File: src/rtl/bkm_pkg.sv
// Shared digit encodings, FSM states and digit decode for the BKM iteration core.
// Saturating build is selected by defining BKM_ITER_SAT_EN.
package bkm_pkg;

  localparam logic [1:0] BKM_D_ZERO = 2'b00;
  localparam logic [1:0] BKM_D_POS  = 2'b01;
  localparam logic [1:0] BKM_D_NEG  = 2'b11;
  localparam logic [1:0] BKM_D_RSVD = 2'b10;

  typedef enum logic [1:0] {
    BKM_ST_IDLE = 2'd0,
    BKM_ST_RUN  = 2'd1,
    BKM_ST_DONE = 2'd2
  } bkm_state_e;

  // Reserved code decodes to zero, same as BKM_D_ZERO.
  function automatic logic signed [1:0] bkm_digit(
    input logic [1:0] d
  );
    unique case (1'b1)
      d == BKM_D_POS: return 2'sb01;
      d == BKM_D_NEG: return 2'sb11;
      default:        return 2'sb00;
    endcase
  endfunction

endpackage

File: src/rtl/multiply_by_d.sv
// Combinational complex product d*E for a digit pair in {-1,0,+1}.
// Width is the caller's choice; operands arrive already sign-extended.
module multiply_by_d
  import bkm_pkg::*;
#(
  parameter int W = 17
) (
  input  logic signed [W-1:0] x,
  input  logic signed [W-1:0] y,
  input  logic [1:0]          dx,
  input  logic [1:0]          dy,
  output logic signed [W-1:0] px,
  output logic signed [W-1:0] py
);

  function automatic logic signed [W-1:0] term(
    input logic [1:0]          d,
    input logic signed [W-1:0] v
  );
    logic signed [1:0] s;
    s = bkm_digit(d);
    unique case (1'b1)
      s == 2'sb01: return v;
      s == 2'sb11: return -v;
      default:     return '0;
    endcase
  endfunction

  always_comb begin
    px = term(dx, x) - term(dy, y);
    py = term(dx, y) + term(dy, x);
  end

endmodule

File: src/rtl/bkm_iter_mult.sv
// Sequential BKM iteration core: E <- E + d_n*E*2^-n for n = 1..N.
// Define BKM_ITER_SAT_EN to saturate each update instead of wrapping.
module bkm_iter_mult
  import bkm_pkg::*;
#(
  parameter int W = 16,
  parameter int N = 8
) (
  input  logic         clk,
  input  logic         rst,
  input  logic         ena,
  input  logic         in_valid,
  output logic         in_ready,
  input  logic [W-1:0] x_in,
  input  logic [W-1:0] y_in,
  input  logic         d_valid,
  output logic         d_ready,
  input  logic [1:0]   d_x,
  input  logic [1:0]   d_y,
  output logic         out_valid,
  input  logic         out_ready,
  output logic [W-1:0] x_out,
  output logic [W-1:0] y_out,
  output logic         d_err
);

  localparam int CW = $clog2(N + 1);
  localparam logic [CW-1:0] NLAST = CW'(N);

  bkm_state_e state, state_nx;

  logic signed [W-1:0] x_r, y_r;
  logic [CW-1:0]       n_r;
  logic                err_r;

  logic signed [W:0] xe, ye, px, py, sx, sy;

  logic ld, step, rsvd;

  function automatic logic signed [W-1:0] fit(
    input logic signed [W:0] s
  );
`ifdef BKM_ITER_SAT_EN
    if (s[W] != s[W-1])
      return s[W] ? {1'b1, {(W-1){1'b0}}}
                  : {1'b0, {(W-1){1'b1}}};
`endif
    return s[W-1:0];
  endfunction

  assign xe = {x_r[W-1], x_r};
  assign ye = {y_r[W-1], y_r};

  multiply_by_d #(.W(W + 1)) u_mul (
    .x  (xe),
    .y  (ye),
    .dx (d_x),
    .dy (d_y),
    .px (px),
    .py (py)
  );

  assign sx = xe + (px >>> n_r);
  assign sy = ye + (py >>> n_r);

  assign ld   = (state == BKM_ST_IDLE) && in_valid;
  assign step = (state == BKM_ST_RUN) && d_valid;
  assign rsvd = (d_x == BKM_D_RSVD) || (d_y == BKM_D_RSVD);

  always_ff @(posedge clk) begin
    if (rst) state <= BKM_ST_IDLE;
    else if (ena) state <= state_nx;
  end

  always_comb begin
    state_nx = state;
    unique case (state)
      BKM_ST_IDLE:
        if (in_valid) state_nx = BKM_ST_RUN;
      BKM_ST_RUN:
        if (d_valid && n_r == NLAST)
          state_nx = BKM_ST_DONE;
      BKM_ST_DONE:
        if (out_ready) state_nx = BKM_ST_IDLE;
      default: state_nx = BKM_ST_IDLE;
    endcase
  end

  always_comb begin
    in_ready  = (state == BKM_ST_IDLE);
    d_ready   = (state == BKM_ST_RUN);
    out_valid = (state == BKM_ST_DONE);
  end

  always_ff @(posedge clk) begin
    if (rst) begin
      x_r   <= '0;
      y_r   <= '0;
      n_r   <= '0;
      err_r <= 1'b0;
    end else if (ena) begin
      if (ld) begin
        x_r   <= x_in;
        y_r   <= y_in;
        n_r   <= CW'(1);
        err_r <= 1'b0;
      end else if (step) begin
        x_r   <= fit(sx);
        y_r   <= fit(sy);
        n_r   <= n_r + CW'(1);
        err_r <= err_r | rsvd;
      end
    end
  end

  assign x_out = x_r;
  assign y_out = y_r;
  assign d_err = err_r;

endmodule

File: config.mk
export PLATFORM = sky130hd
export DESIGN_NAME = bkm_iter_mult
export DESIGN_NICKNAME = d
export VERILOG_FILES = /design/src/rtl/bkm_pkg.sv /design/src/rtl/multiply_by_d.sv /design/src/rtl/bkm_iter_mult.sv
export SDC_FILE = /design/constraint.sdc
export NUM_CORES = 1
export LEC_CHECK = 0
export CAP_MARGIN = 20
export CORE_MARGIN = 5
export CORE_UTILIZATION = 40
export CTS_CLUSTER_DIAMETER = 80
export DETAILED_ROUTE_END_ITERATION = 12
export DONT_BUFFER_PORTS = 1
export GPL_ROUTABILITY_DRIVEN = 0
export HOLD_SLACK_MARGIN = 0.03
export PLACE_DENSITY_LB_ADDON = 0.2
export SLEW_MARGIN = 10
export SYNTH_ARGS = -nofsm -noshare
export SYNTH_HDL_FRONTEND = slang
export SYNTH_SLANG_ARGS = --single-unit
File: constraint.sdc
create_clock -name clk -period 7.85 [get_ports clk]
set_input_delay 1.57 -clock clk [delete_from_list [all_inputs] [get_ports clk]]
set_output_delay 1.57 -clock clk [all_outputs]
set_load 0.01 [all_outputs]
### After elaboration in Yosys (flattened, before gate mapping)

Cells that the tools add are included.

| cells by class | value |
|---|---|
| bitwise gates (word level) | 1 |
| add/subtract/negate cells | 7 |
| multiplexer cells | 18 |
| equality and inequality tests | 16 |
| shift-type cells | 2 |
| reductions and logical operators | 8 |

Operators by type and width:

| kind | number |
|---|---|
| one-hot mux 17 bit (2 select lines) | 4 |
| 2-to-1 mux 16 bit | 4 |
| negation 16 -> 17 bit | 2 |
| >>> shifter 17 x 4 -> 16 bit | 2 |
| adder 16 bit | 2 |
| adder 17 bit | 1 |
| subtractor 17 bit | 1 |
| equality test 2 bit (second input constant) | 7 |
| equality test 2 x 1 -> 1 bit (second input constant) | 5 |
| 2-to-1 mux 4 bit | 2 |
| one-hot mux 2 bit (2 select lines) | 2 |
| 2-to-1 mux 2 bit | 3 |
| one-hot mux 2 bit (3 select lines) | 1 |
| adder 4 x 1 -> 4 bit (second input constant) | 1 |
| equality test 4 bit (second input constant) | 1 |
| != test 2 x 1 -> 1 bit (second input constant) | 2 |
| AND reduction 4 bit | 1 |
| logical AND 1 bit | 3 |
| zero test 2 bit | 1 |
| 2-to-1 mux 1 bit | 2 |
| != test 2 bit (second input constant) | 1 |
| AND reduction 2 bit | 1 |
| nonzero test 2 bit | 1 |
| logical OR 1 bit | 1 |
| OR 1 bit | 1 |

| word-level totals | value |
|---|---|
| bits of input ports | 42 |
| output and inout port bits | 36 |
| bits in registers | 39 |

### Logic depth before layout (Yosys ltp)

| logic depth | value |
|---|---|
| depth after elaboration | 9 |
| depth in mapped cells | 29 |
| gate-level depth less buffers | 29 |

### By module

From an unflattened synthesis, not the netlist that was laid out.

| unflattened totals | value |
|---|---|
| cell total of the unflattened synthesis | 1,075 |
| area, all modules | 7,970.1 sq um |

Modules (own cells, without submodules):

| module | instances | area each (sq um) | cells an instance | seq. area each (sq um) |
|---|---|---|---|---|
| bkm_iter_mult | 1 | 4,739.5 | 590 | 780.7 |
| multiply_by_d | 1 | 3,230.6 | 485 | 0.0 |

### Least setup slack after synthesis

No wires, ideal clock.

| path | value |
|---|---|
| path type | input-to-reg |
| start point | input d_x[1] |
| end point | register y_r[15], in the netlist y_out[15] |
| data arrival time | 6.985 ns |
| path buffers | 2 |
| stages on the path | 24 |
| required time | 7.730 ns |
| path slack | 0.745 ns |
| path through | clkbuf_1 clkbuf_1 inv_1 or3_1 a21boi_0 ha_1 nor2b_1 o31ai_1 a21oi_1 a22o_1 o31ai_4 xor2_2 mux2i_1 mux4_2 a21oi_1 ha_1 a211oi_1 o21bai_1 o311ai_0 a31oi_1 nor4_1 o31ai_1 nor4b_1 a211o_1 |

| between the ends | value |
|---|---|
| longest elaborated chain between the ends | 9 |
| elaborated cells between the ends (all ways) | 11 |
| those cells by class | add/sub (2); eq/ne (4); shift (1); mux (4) |

RTL lines:

| item | line | RTL |
|---|---|---|
| from (decl) | bkm_iter_mult.sv:18 | `input logic [1:0] d_x,` |
| equality test 2 bit or equality test 2 x 1 -> 1 bit (tied branches) | bkm_pkg.sv:22, bkm_pkg.sv:21 |  |
| one-hot mux 2 bit (2 select lines) * | bkm_pkg.sv:20 | `unique case (1'b1)` |
| equality test 2 x 1 -> 1 bit or equality test 2 bit (tied branches) | multiply_by_d.sv:24, multiply_by_d.sv:23 |  |
| one-hot mux 17 bit (2 select lines) * | multiply_by_d.sv:22 | `unique case (1'b1)` |
| adder 17 bit * | multiply_by_d.sv:31 | `py = term(dx, y) + term(dy, x);` |
| >>> shifter 17 x 4 -> 16 bit * | bkm_iter_mult.sv:64 | `assign sy = ye + (py >>> n_r);` |
| adder 16 bit * | bkm_iter_mult.sv:64 |  |
| 2-to-1 mux 16 bit * | bkm_iter_mult.sv:107 | `end else if (step) begin` |
| 2-to-1 mux 16 bit * | bkm_iter_mult.sv:102 | `if (ld) begin` |
| to (signal assigned) | bkm_iter_mult.sv:104 | `y_r <= y_in;` |
| to (signal assigned) | bkm_iter_mult.sv:109 | `y_r <= fit(sy);` |
| to (decl) | bkm_iter_mult.sv:32 | `logic signed [W-1:0] x_r, y_r;` |

Every way passes the cells marked *; elsewhere a longest branch is shown, timed or not. The select of a mux whose other input is x is not followed.
A chain may end at the register's enable or synchronous reset.

### Final worst setup path

| path | value |
|---|---|
| start point | register x_r[2], in the netlist x_out[2] |
| end point | register y_r[15], in the netlist y_out[15] |

| between the ends | value |
|---|---|
| longest elaborated chain between the ends | 7 |

RTL lines:

| item | line | RTL |
|---|---|---|
| from (decl) | bkm_iter_mult.sv:32 |  |
| from (signal assigned) | bkm_iter_mult.sv:103 | `x_r <= x_in;` |
| from (signal assigned) | bkm_iter_mult.sv:108 | `x_r <= fit(sx);` |
| negation 16 -> 17 bit | multiply_by_d.sv:24 | `s == 2'sb11: return -v;` |
| one-hot mux 17 bit (2 select lines) * | multiply_by_d.sv:22 |  |
| adder 17 bit * | multiply_by_d.sv:31 |  |
| >>> shifter 17 x 4 -> 16 bit * | bkm_iter_mult.sv:64 |  |
| adder 16 bit * | bkm_iter_mult.sv:64 |  |
| 2-to-1 mux 16 bit * | bkm_iter_mult.sv:107 |  |
| 2-to-1 mux 16 bit * | bkm_iter_mult.sv:102 |  |

Marks and branches as above.

==> results.toml <==
[run_status]
status = "complete, no violations"

[power_and_ir_drop]
power_switching_mw = 1.22
ir_worst_vdd_uv = 150
seqPwrFrac_pct = 11.9
p_sw_share_pct = 51.7
p_per_area_nw_per_um2 = 292
cell_internal_pwr_mw = 1.14
pwr-share-clk_pct = 9.0
combPwrFrac_pct = 79.1
p_leak_nw = 3.40

[logic_synthesis]
syn_nets = 1200
synth_cell_types = 72
yosysWarnings = 0
synth_edf_count = 0
synthFlopType = "dfxtp_1"
netlist_instances = 1088
syn_avg_cell_area_um2 = 7.04
ys_async_sr_fraction_pct = 0
synth-seq-cells = 39
synth_area_um2 = 7660
synth-seq-area-share_pct = 10.2

[cts]
post_cts_buffers = 0
clk-insertion-delay-late_ns = 0.29
cts-root-buf = "clkbuf_16"
cts_tree = "done"
cts_buffer_depth = 2
clk_pin_slew_ns = 0.07
cts_hold_buffers = 0
cts_made_buffers = 5
clock-sinks = 39
post_cts_resized = 0
htreeDepth = 2

[placement]
place_ws_ns = 0.651
placed_cells = 1286
port_buffers = 0
dp_hpwl_um = 20600

[cells_and_area]
most-common-layout-cells = "nand2_1 (178), nor2_1 (102), xnor2_1 (79)"
antenna_cells = 0
syn2layout_area_growth_pct = 5.41
final_common_cell = "nand2_1"
nNetsFinal = 1171
drive_gt1_share_pct = 7.17
finalNonFillerCells = 1294

[worst_setup_path]
worstPathArrival_ns = 7.47
rrSetupSlack_ns = 0.57
reg2reg_from = "x_out[2]$_SDFFE_PP0P_"
worstSetupPathType = "flop to flop"
rr_worst_depth = 26
crit_required_ns = 8.03
crit_path_end_kind = "flop"
reg2reg_to = "y_out[15]$_SDFFE_PP0P_"
cpMostUsedCell = "or3_1"
max_stage_delay_ns = 0.51
path_max_fanout = 6
cp-start-kind = "flop"
crit_slowest_cell = "mux4_2"

[hold_path]
min_path_type = "flop to flop"
hold_path.startpoint = "state[1]$_SDFFE_PP0P_"
min_to = "state[1]$_SDFFE_PP0P_"
min_path_cells = 2

[global_routing]
grt_max_degree = 45
grt_pass1_wl_um = 41100
gr-total-overflow = 0
track_usage_pct = 23.3
grt_pass1_vias = 7348
antenna_found_initial = 0

[sta]
max_slew.worst_pin.slew_ns = 0.934
layout_min_cycle_time_ns = 7.28
fin_skew_ns = 0.00648
max-slew-margin-rel_pct = 37.6
fin_crit_sh_pct = 92.8
hold_violations = 0
rsz0062_at_grt = "false"
tns_ns = 0
setup_viol = 0
max_freq_mhz = 137
layout_setup_ws_ns = 0.567
hold-worst-slack_ns = 0.563
drv_slew = 0

[drt]
wirelength_um = 26200
num_vias = 7946
dr.pass1.iters = 5
drt_iter0_markers = 655
wl_per_cell_um = 20.2
post_drt_via_cell_ratio = 6.14
drc = 0
final_antenna_net_count = 0

[floorplan]
die_x_um = 148
dieArea_um2 = 22000
die_y_um = 148
coreArea_um2 = 18800
io_pins = 78
start_util_pct = 40.8
fp-row-count = 50

[job]
maxCapViolations = 0
critical path: cells and delay by family (launching register included):
kind	cells	cell delay (ns)
multiplexers	2	0.65
adder cells (fa/ha/maj)	2	0.66
flip-flops	1	0.31
AND/OR/NAND/NOR	11	2.86
AO/OA/AOI/OAI	9	2.29
XOR/XNOR	2	0.41
worst max-delay path by stage:
stage	to	start
floorplan	y_out[15]$_SDFFE_PP0P_	d_x[1]
global placement	y_out[15]$_SDFFE_PP0P_	d_y[1]
detailed placement	y_out[15]$_SDFFE_PP0P_	d_y[1]
CTS	y_out[15]$_SDFFE_PP0P_	x_out[2]$_SDFFE_PP0P_
global route	y_out[15]$_SDFFE_PP0P_	x_out[2]$_SDFFE_PP0P_
finish	y_out[15]$_SDFFE_PP0P_	x_out[2]$_SDFFE_PP0P_
metal layers:
layer / vias to the layer above / global-route usage [%] / part of all wire, %
met4: 0 / 5.03 / 2.0
li1: 3867 / - / -
met3: 35 / 3.96 / 7.5
met2: 285 / 38.0 / 45
met1: 3759 / 32.5 / 46
met5: - / 0 / 0
final cells by class:
type                    instances  area (µm²)
clock buffers                   6         129
clock inverters                 2        12.5
fillers                      2008       10700
inverters                      24        90.1
multi-input cells             961        6560
flip-flops and latches         39         781
well taps                     234         293
repair buffers                 28         210
sequential cells by signal, summed over array words and instances, names as in the netlist:
| register | count |
|---|---|
| y_out | 16 |
| d_err | 1 |
| state | 2 |
| x_out | 16 |
| n_r | 4 |
power groups by stage:
stage	Combinational, mW	Sequential (mW)	Clock [mW]
2_1_floorplan	1.44	0.268	0
3_3_place_gp	1.82	0.285	0
3_5_place_dp	1.83	0.284	0
4_1_cts	1.84	0.279	0.216
5_1_grt	2.06	0.284	0.221
6_report	1.87	0.281	0.213
cell families after synthesis:
kind of cell	after synthesis	share of synthesized area, %
flip-flops	39	10.2
AO/OA/AOI/OAI	276	24.5
buffers and inverters	88	4.35
adder cells (fa/ha/maj)	70	11.8
multiplexers	54	8.66
AND/OR/NAND/NOR	456	28.1
XOR/XNOR	105	12.4
synth_stat cells, types with 20 or more instances:
cell / count / area [µm²]
inv_1: 23 / 86.3
nor2_1: 102 / 383
nor3_1: 35 / 175
clkbuf_1: 58 / 218
a21oi_1: 57 / 285
a211oi_1: 22 / 165
or3_1: 20 / 125
and2_1: 50 / 313
nand2_1: 178 / 668
xnor2_1: 79 / 692
o21ai_0: 54 / 270
ha_1: 66 / 826
xor2_1: 24 / 210
dfxtp_1: 39 / 781
mux2i_1: 37 / 370
stage by stage:
step	cell area, µm²	util, %	power, mW
finish	8070	43.0	2.36
floorplan	7660	-	1.71
CTS	8070	43.0	2.34
global route	8070	43.0	2.57
detailed placement	7930	42.3	2.11
global placement	7930	42.3	2.11
(Power assumes the default switching activity.)
